===== config.mk =====
export PLATFORM = sky130hd
export DESIGN_NAME = bin_bcd_secuencial_flat
export DESIGN_NICKNAME = d
export VERILOG_FILES = /design/src/rtl/bin_bcd_secuencial_if.sv /design/src/rtl/bin_bcd_secuencial.sv /design/src/flat_wrapper.sv
export SDC_FILE = /design/constraint.sdc
export NUM_CORES = 1
export LEC_CHECK = 0
export ABC_AREA = 1
export BUFFER_PORTS_ARGS = -buffer_cell sky130_fd_sc_hd__buf_2
export CAP_MARGIN = 20
export CORE_ASPECT_RATIO = 0.75
export CORE_MARGIN = 10
export CORE_UTILIZATION = 55
export CTS_BUF_LIST = sky130_fd_sc_hd__clkbuf_4
export CTS_CLUSTER_DIAMETER = 100
export DETAILED_ROUTE_END_ITERATION = 10
export PLACE_DENSITY_LB_ADDON = 0.25
export SETUP_SLACK_MARGIN = 0.05
export SLEW_MARGIN = 20
export SYNTH_ARGS = -nofsm -noshare
export SYNTH_HDL_FRONTEND = slang
export SYNTH_SLANG_ARGS = --single-unit

===== constraint.sdc =====
create_clock -name clk -period 2.72 [get_ports clk]
set_input_delay 0 -clock clk [delete_from_list [all_inputs] [get_ports clk]]
set_output_delay 0 -clock clk [all_outputs]
set_load 0.01 [all_outputs]

===== src/rtl/bin_bcd_secuencial_if.sv =====
// bin_bcd_secuencial_if: start/busy/done handshake and data bus of the sequential binary-to-BCD converter
interface bin_bcd_secuencial_if #(
    parameter int WIDTH  = 12,
    parameter int DIGITS = 4
);
    logic                  start;
    logic [WIDTH-1:0]      binario;
    logic                  con_signo;
    logic [4*DIGITS-1:0]   bcd;
    logic                  negativo;
    logic                  overflow;
    logic                  busy;
    logic                  done;
    modport master (output start, binario, con_signo, input bcd, negativo, overflow, busy, done);
    modport slave  (input start, binario, con_signo, output bcd, negativo, overflow, busy, done);
endinterface


===== src/rtl/bin_bcd_secuencial.sv =====
// bin_bcd_secuencial: iterative double-dabble binary-to-BCD converter, one bit per clock, optional signed input
module bin_bcd_secuencial #(
    parameter int WIDTH  = 12,
    parameter int DIGITS = 4
) (
    input logic                 clk,
    input logic                 rst,
    bin_bcd_secuencial_if.slave bus
);
    localparam int BW = 4 * DIGITS;
    localparam int CW = $clog2(WIDTH + 1);
    typedef enum logic {IDLE, SHIFT} state_t;
    state_t          state_q, state_d;
    logic [CW-1:0]   count_q, count_d;
    logic [WIDTH-1:0] sr_q, sr_d;
    logic [BW-1:0]   work_q, work_d, adj;
    logic            sticky_q, sticky_d;
    logic            sign_q, sign_d;
    logic [BW-1:0]   bcd_q, bcd_d;
    logic            neg_q, neg_d;
    logic            ovf_q, ovf_d;
    logic            done_q, done_d;
    logic            sign_in;
    logic            last;
    // Add-3 correction: every working digit of 5 or more is bumped before the shift
    always_comb begin
        adj = work_q;
        for (int k = 0; k < DIGITS; k++)
            adj[4*k +: 4] = work_q[4*k +: 4] >= 4'd5 ? work_q[4*k +: 4] + 4'd3 : work_q[4*k +: 4];
    end
    // Next state: capture magnitude in IDLE, shift one bit per cycle in SHIFT, publish on the last shift
    always_comb begin
        state_d  = state_q;
        count_d  = count_q;
        sr_d     = sr_q;
        work_d   = work_q;
        sticky_d = sticky_q;
        sign_d   = sign_q;
        bcd_d    = bcd_q;
        neg_d    = neg_q;
        ovf_d    = ovf_q;
        done_d   = 1'b0;
        sign_in  = bus.con_signo & bus.binario[WIDTH-1];
        last     = count_q == CW'(WIDTH - 1);
        if (state_q == IDLE) begin
            if (bus.start) begin
                sr_d     = sign_in ? ~bus.binario + WIDTH'(1) : bus.binario;
                work_d   = '0;
                sticky_d = 1'b0;
                count_d  = '0;
                sign_d   = sign_in;
                state_d  = SHIFT;
            end
        end else begin
            {work_d, sr_d} = {adj, sr_q} << 1;
            sticky_d       = sticky_q | adj[BW-1];
            count_d        = count_q + CW'(1);
            if (last) begin
                bcd_d   = work_d;
                neg_d   = sign_q;
                ovf_d   = sticky_d;
                done_d  = 1'b1;
                state_d = IDLE;
            end
        end
    end
    // State register; reset aborts any conversion in flight and clears all outputs
    always_ff @(posedge clk) begin
        if (rst) begin
            state_q  <= IDLE;
            count_q  <= '0;
            sr_q     <= '0;
            work_q   <= '0;
            sticky_q <= 1'b0;
            sign_q   <= 1'b0;
            bcd_q    <= '0;
            neg_q    <= 1'b0;
            ovf_q    <= 1'b0;
            done_q   <= 1'b0;
        end else begin
            state_q  <= state_d;
            count_q  <= count_d;
            sr_q     <= sr_d;
            work_q   <= work_d;
            sticky_q <= sticky_d;
            sign_q   <= sign_d;
            bcd_q    <= bcd_d;
            neg_q    <= neg_d;
            ovf_q    <= ovf_d;
            done_q   <= done_d;
        end
    end
    assign bus.bcd      = bcd_q;
    assign bus.negativo = neg_q;
    assign bus.overflow = ovf_q;
    assign bus.done     = done_q;
    assign bus.busy     = state_q == SHIFT;
endmodule


===== src/flat_wrapper.sv =====
// flat-port wrapper written by rule: the top's interface ports become plain ports
module bin_bcd_secuencial_flat 
#(
    parameter int WIDTH  = 12,
    parameter int DIGITS = 4
)
  (clk, rst, bus_start, bus_binario, bus_con_signo, bus_bcd, bus_negativo, bus_overflow, bus_busy, bus_done);
  bin_bcd_secuencial_if #(.WIDTH(WIDTH), .DIGITS(DIGITS)) bus_i ();
  input logic clk;
  input logic rst;
  input wire logic [$bits(bus_i.start)-1:0] bus_start;
  input wire logic [$bits(bus_i.binario)-1:0] bus_binario;
  input wire logic [$bits(bus_i.con_signo)-1:0] bus_con_signo;
  output wire logic [$bits(bus_i.bcd)-1:0] bus_bcd;
  output wire logic [$bits(bus_i.negativo)-1:0] bus_negativo;
  output wire logic [$bits(bus_i.overflow)-1:0] bus_overflow;
  output wire logic [$bits(bus_i.busy)-1:0] bus_busy;
  output wire logic [$bits(bus_i.done)-1:0] bus_done;
  assign bus_i.start = bus_start;
  assign bus_i.binario = bus_binario;
  assign bus_i.con_signo = bus_con_signo;
  assign bus_bcd = bus_i.bcd;
  assign bus_negativo = bus_i.negativo;
  assign bus_overflow = bus_i.overflow;
  assign bus_busy = bus_i.busy;
  assign bus_done = bus_i.done;
  bin_bcd_secuencial #(.WIDTH(WIDTH), .DIGITS(DIGITS)) u_core (.clk(clk), .rst(rst), .bus(bus_i));
endmodule

==> results of run 1 <==
[worst max-delay path: stages, from the launching register on]
cell,delay (ns)
dfxtp_1,0.54
nor2_4,0.40
nand2_1,0.09
a21oi_1,0.13
dlygate4sd3_1,0.56
nand3_1,0.09
a21oi_1,0.13
[worst paths after layout]
path | start | end | slack [ns] | depth (start not counted)
max reg2reg | u_core.bus.busy | u_core.sr_q[11] | 0.74 | 6
max | u_core.bus.busy | u_core.sr_q[11] | 0.74 | 6
min reg2reg | u_core.bus.bcd[9] | u_core.bus.bcd[9] | 0.46 | 2
min | bus_binario[5] | u_core.sr_q[5] | 0.02 | 5
[routing by layer]
| layer | vias up | wire (um) | global-route usage, % |
|---|---|---|---|
| met4 | 0 | 19 | 2.958 |
| met2 | 33 | 2845 | 25.64 |
| met5 | - | 0 | 0 |
| li1 | 1273 | - | - |
| met1 | 1100 | 2852 | 18.90 |
| met3 | 2 | 231 | 3.678 |
[where the power goes]
part	total, mW	leakage (nW)	switching (mW)	internal (mW)
Sequential	0.822	0.437	0.0150	0.808
Clock	0.338	0.0233	0.242	0.0960
Combinational	0.131	0.778	0.0798	0.0513
[registers in the layout (all words and copies together) (netlist names)]
name and count:
u_core.sticky_q 1, u_core.sign_q 1, u_core.bus.overflow 1, u_core.sr_q 12, u_core.bus.busy 1, u_core.bus.done 1, u_core.work_q 16, u_core.bus.bcd 16
u_core.count_q 4, u_core.bus.negativo 1
[cells by family (layout without fill, tap and decap cells)]
family,Yosys count,count (layout),synth area share (%)
and+or+nand+nor,147,147,23.40
AOI/OAI and AO/OA,91,91,21.38
DFF,54,54,40.60
buffers and inverters,54,94,8.600
adders and majority gates,10,10,4.699
xor gates and xnor gates,4,4,1.316
[final cells by class]
type | count | share of cell area (%)
Clock inverter | 2 | 0.4998
Inverter | 39 | 4.873
Clock buffer | 5 | 1.249
Timing Repair Buffer | 48 | 9.996
Tap cell | 57 | 2.374
Multi-Input combinational cell | 252 | 45.02
Sequential cell | 54 | 35.99
[cell usage after synthesis]
library cell   n  share of area [%]
clkbuf_1       3               0.42
nand3b_1       1               0.28
o21ai_2        1               0.33
nand4_2        1               0.47
a21boi_0       1               0.28
nand2_1       93                 13
buf_1          2               0.28
nand2_2        6                1.4
o211ai_1       8                2.3
a21oi_1       36                6.8
o21a_1         4                1.1
inv_2          3               0.42
a21boi_2       3                1.3
dfxtp_1       54                 41
o21ai_1        2               0.38
a22oi_1        9                2.5
buf_6          1               0.42
a22o_1         6                2.0
inv_1         36                5.1
buf_4          3               0.85
xor2_1         4                1.3
a31oi_1        3               0.70
nand3_1       21                3.9
a211oi_1       2               0.56
nor2_1        21                3.0
nor2_4         2               0.85
buf_2          6                1.1
o21bai_1       2               0.56
ha_1          10                4.7
nor3_1         2               0.38
o21ai_0       14                2.6
[timing repair]
action / 4_1_cts / 5_1_grt
buffers inserted: 0 / 0
setup endpoints to repair: 0 / 0
endpoints found under the hold margin: 12 / 0
hold buffers: 11 / 0
==> impl_metrics.py, run 1 <==
metrics = {
    "sta": {
        "clock_skew_ns": 0.008163,
        "min_period_ns": 1.981,
        "hold_viol": 0,
        "max_freq_mhz": 504.7,
        "period_share_pct": 72.84,
        "rsz0062_at_grt": "no",
        "slew_headroom_pct": 56.82,
        "slew_violations": 0,
        "setup_viol": 0,
        "setup_tns_ns": 0,
        "worst_slack_ns": 0.7387,
        "hold_ws_ns": 0.01713,
        "worst_slew_pin_slew_ns": 0.6477,
    },
    "layout": {
        "final_common_cell": "nand2_1",
        "final_cells": 457,
        "final_cell_mix": "nand2_1 (93), dfxtp_1 (54), inv_1 (36), a21oi_1 (36), buf_2 (35)",
        "multi_input_area_mm2": 0.001353,
        "final_area_mm2": 0.003004,
        "regArea_mm2": 0.001081,
        "area_delta_synth_final_pct": 12.83,
        "layout.nets": 426,
        "fillers": 430,
        "diodes": 0,
        "final_util_pct": 65.71,
        "layout-drive-gt1-share_pct": 15.00,
    },
    "clock_tree": {
        "clk_pin_slew_ns": 0.15,
        "cts.repair.resized": 0,
        "clock-sinks": 54,
        "htreeDepth": 2,
        "cts_buffer_depth": 2,
        "cts-root-buf": "clkbuf_4",
        "cts_tree": "built",
        "cts_buffers": 5,
        "clock_latency_ns": 0.37,
    },
    "global_routing": {
        "gr-usage-all-layers_pct": 15.05,
        "overflow": 0,
        "grt_start_max_net_pins": 35,
        "antenna_found_initial": 0,
        "grt_pass1_vias": 2318,
        "grt_pass1_wl_um": 10250,
    },
    "placed_design": {
        "place.gp.congestion": 0.8754,
        "hpwlAfterDp_um": 4351,
        "place_area_mm2": 0.002841,
        "place_inst": 439,
        "port_buffers": 35,
        "dpl_worst_slack_ns": 0.9687,
    },
    "routing": {
        "drt_wl_total_um": 5949,
        "ant_nets": 0,
        "wire_per_inst_um": 13.02,
        "drt-initial-drc-count": 135,
        "drt_first_pass_iters": 4,
        "dr_total_vias": 2408,
        "route.detailed.drc": 0,
        "viasPerCell": 5.269,
    },
    "min_path": {
        "min_path_type": "in -> reg",
    },
    "power": {
        "ir_drop_v": 0.0003414,
        "total_power_mw": 1.292,
        "power.leakage_nw": 1.239,
        "power.density_mw_per_mm2": 430.1,
    },
    "worst_setup_path": {
        "cp.arrival_ns": 2.29,
        "required_ns": 3.03,
        "start_kind": "flip-flop",
        "endpoint_kind": "flip-flop",
        "critPathMaxFanout": 18,
        "critPathKind": "reg -> reg",
    },
    "synthesis": {
        "synth_fp_nets": 386,
        "yosysWarnings": 0,
        "yosysUniqueCellTypes": 31,
        "syn_avg_cell_area_um2": 7.396,
        "synth_seq_cells": 54,
        "synth_area_mm2": 0.002663,
        "ys_seq_area_share_pct": 40.60,
        "netlist_instances": 360,
    },
    "die": {
        "dieArea_mm2": 0.008053,
        "chipWidth_um": 100.3,
        "coreArea_mm2": 0.004572,
        "rows": 21,
        "initial_utilization_pct": 58.24,
        "pin_count": 36,
        "die_height_um": 80.26,
    },
    "job": {
        "cap_violations": 0,
    },
    "run_status": {
        "status": "complete, no violations",
    },
}
No activity file was read; power rests on OpenSTA's default activity.
==> run 2: changes to the inputs <==
--- a/config.mk
+++ b/config.mk
@@ -10,7 +10,7 @@
 export CAP_MARGIN = 20
 export CORE_ASPECT_RATIO = 0.75
 export CORE_MARGIN = 10
-export CORE_UTILIZATION = 55
+export CORE_UTILIZATION = 54
 export CTS_BUF_LIST = sky130_fd_sc_hd__clkbuf_4
 export CTS_CLUSTER_DIAMETER = 100
 export DETAILED_ROUTE_END_ITERATION = 10
==> constraint.sdc (replaced) <==
create_clock -name clk -period 1.65 [get_ports clk]
set_input_delay 0 -clock clk [delete_from_list [all_inputs] [get_ports clk]]
set_output_delay 0 -clock clk [all_outputs]
set_load 0.01 [all_outputs]
==> impl_metrics.py, run 2 (same netlist as run 1, synthesis figures left out) <==
metrics = {
    "clock_tree": {
        "cts_tree": "built",
        "postCtsSetupRepairBufs": 0,
        "cts-root-buf": "clkbuf_4",
        "cts_buffers": 5,
        "htreeDepth": 2,
        "clk_pin_slew_ns": 0.14,
        "cts_buffer_depth": 2,
        "clock-sinks": 54,
        "clock_latency_ns": 0.35,
    },
    "sta": {
        "slew_violations": 0,
        "worst_slew_pin_slew_ns": 0.3418,
        "period_share_pct": 90.53,
        "rsz0062_at_grt": "no",
        "min_period_ns": 1.494,
        "clock_skew_ns": 0.003504,
        "slew_headroom_pct": 77.04,
        "max_freq_mhz": 669.4,
        "setup_tns_ns": 0,
        "setup_viol": 0,
        "hold_viol": 0,
    },
    "worst_setup_path": {
        "critPathLaunch": "u_core.work_q[12]",
        "endpoint_kind": "flip-flop",
        "required_ns": 1.94,
        "worstReg2RegStart": "u_core.work_q[12]",
        "cp.arrival_ns": 1.79,
        "reg2reg_to": "u_core.work_q[13]",
        "critPathKind": "reg -> reg",
        "rr_worst_depth": 8,
        "ff2ff_setup_slack_ns": 0.16,
        "critPathMaxFanout": 5,
        "start_kind": "flip-flop",
    },
    "min_path": {
        "holdPathEnd": "u_core.sr_q[2]",
        "min_path_type": "in -> reg",
        "hold_depth": 4,
        "min_from": "bus_binario[2]",
    },
    "layout": {
        "final_cell_mix": "nand2_1 (93), dfxtp_1 (50), inv_1 (36), a21oi_1 (36), buf_2 (35)",
        "fillers": 451,
        "final_area_mm2": 0.003070,
        "layout.nets": 432,
        "diodes": 0,
        "final_common_cell": "nand2_1",
        "area_delta_synth_final_pct": 15.32,
        "layout-drive-gt1-share_pct": 17.24,
    },
    "placed_design": {
        "place_area_mm2": 0.002883,
        "port_buffers": 35,
        "place.gp.congestion": 0.8680,
        "hpwlAfterDp_um": 4231,
    },
    "power": {
        "power.leakage_nw": 1.275,
        "ir_drop_v": 0.0003608,
        "power.density_mw_per_mm2": 703.1,
    },
    "global_routing": {
        "grt_pass1_wl_um": 10590,
        "grt_start_max_net_pins": 26,
        "overflow": 0,
        "antenna_found_initial": 0,
        "grt_pass1_vias": 2324,
        "gr-usage-all-layers_pct": 15.14,
    },
    "routing": {
        "viasPerCell": 5.315,
        "drt-initial-drc-count": 145,
        "ant_nets": 0,
        "route.detailed.drc": 0,
        "dr_total_vias": 2477,
        "wire_per_inst_um": 12.80,
        "drt_wl_total_um": 5967,
        "drt_first_pass_iters": 4,
    },
    "die": {
        "chipWidth_um": 101.1,
        "dieArea_mm2": 0.008168,
        "rows": 22,
        "coreArea_mm2": 0.004845,
        "initial_utilization_pct": 54.96,
        "die_height_um": 80.81,
        "pin_count": 36,
    },
    "run_status": {
        "status": "complete, no violations",
    },
    "job": {
        "cap_violations": 0,
    },
}
## run 2: metal layers
metal  vias up  GRT usage (%)  part of all wire, %
met2        40          25.13                   48
met3         2          3.393                  4.9
li1       1288              -                    -
met4         0          2.083                 0.22
met5         -              0                    0
met1      1147          20.16                   46
## run 2: area by class of cell
| class | instances | area (um^2) | area share [%] |
|---|---|---|---|
| multi-input cells | 252 | 1360 | 44.29 |
| repair buffers | 54 | 347.8 | 11.33 |
| inverters | 39 | 146.4 | 4.768 |
| well taps | 60 | 75.07 | 2.445 |
| clock buffers | 7 | 52.55 | 1.711 |
| flip-flops and latches | 54 | 1089 | 35.45 |
## run 2: where the power goes
part           internal (mW)  leakage [nW]  switching, mW  total [mW]
logic                 0.0941         0.803          0.141       0.236
registers               1.33         0.440         0.0190        1.35
clock network          0.195        0.0322          0.380       0.575
## run 2: how the worst max path moves through the flow
stage | end | cells past startpoint
4_1_cts | u_core.work_q[1] | 8
6_report | u_core.work_q[13] | 8
3_3_place_gp | u_core.work_q[1] | 8
2_1_floorplan | u_core.work_q[5] | 8
5_1_grt | u_core.work_q[4] | 8
3_5_place_dp | u_core.work_q[1] | 8
## run 2: worst max-delay path, cell delays in order, from the launching register on
cell and delay, ns:
dfxtp_1 0.46, inv_1 0.08, ha_1 0.22, nor2_1 0.11
inv_1 0.06, nand2_2 0.11, xor2_1 0.19, nand2_1 0.07
a21oi_1 0.13
## run 2: what timing repair did
action                     CTS  global route
hold endpoints to repair    18             0
setup endpoints to repair    0             6
hold buffers                12             0
gates resized for setup      0             6
## run 2: per-stage QoR
| step | total power [mW] | hold WS, ns | worst slack (ns) | std cells | util, % |
|---|---|---|---|---|---|
| finish | 2.159 | 0.02363 | 0.1562 | 466 | 63.38 |
| global route | 2.266 | 0.01807 | 0.05409 | 466 | 63.38 |
| CTS | 2.173 | 0.01225 | 0.1492 | 466 | 63.07 |
| detailed placement | 1.589 | 0.2627 | 0.2117 | 447 | 59.50 |
| global placement | 1.584 | 0.2496 | 0.2411 | 447 | 59.50 |
| floorplan | 1.523 | 0.09440 | 0.3665 | 360 | - |
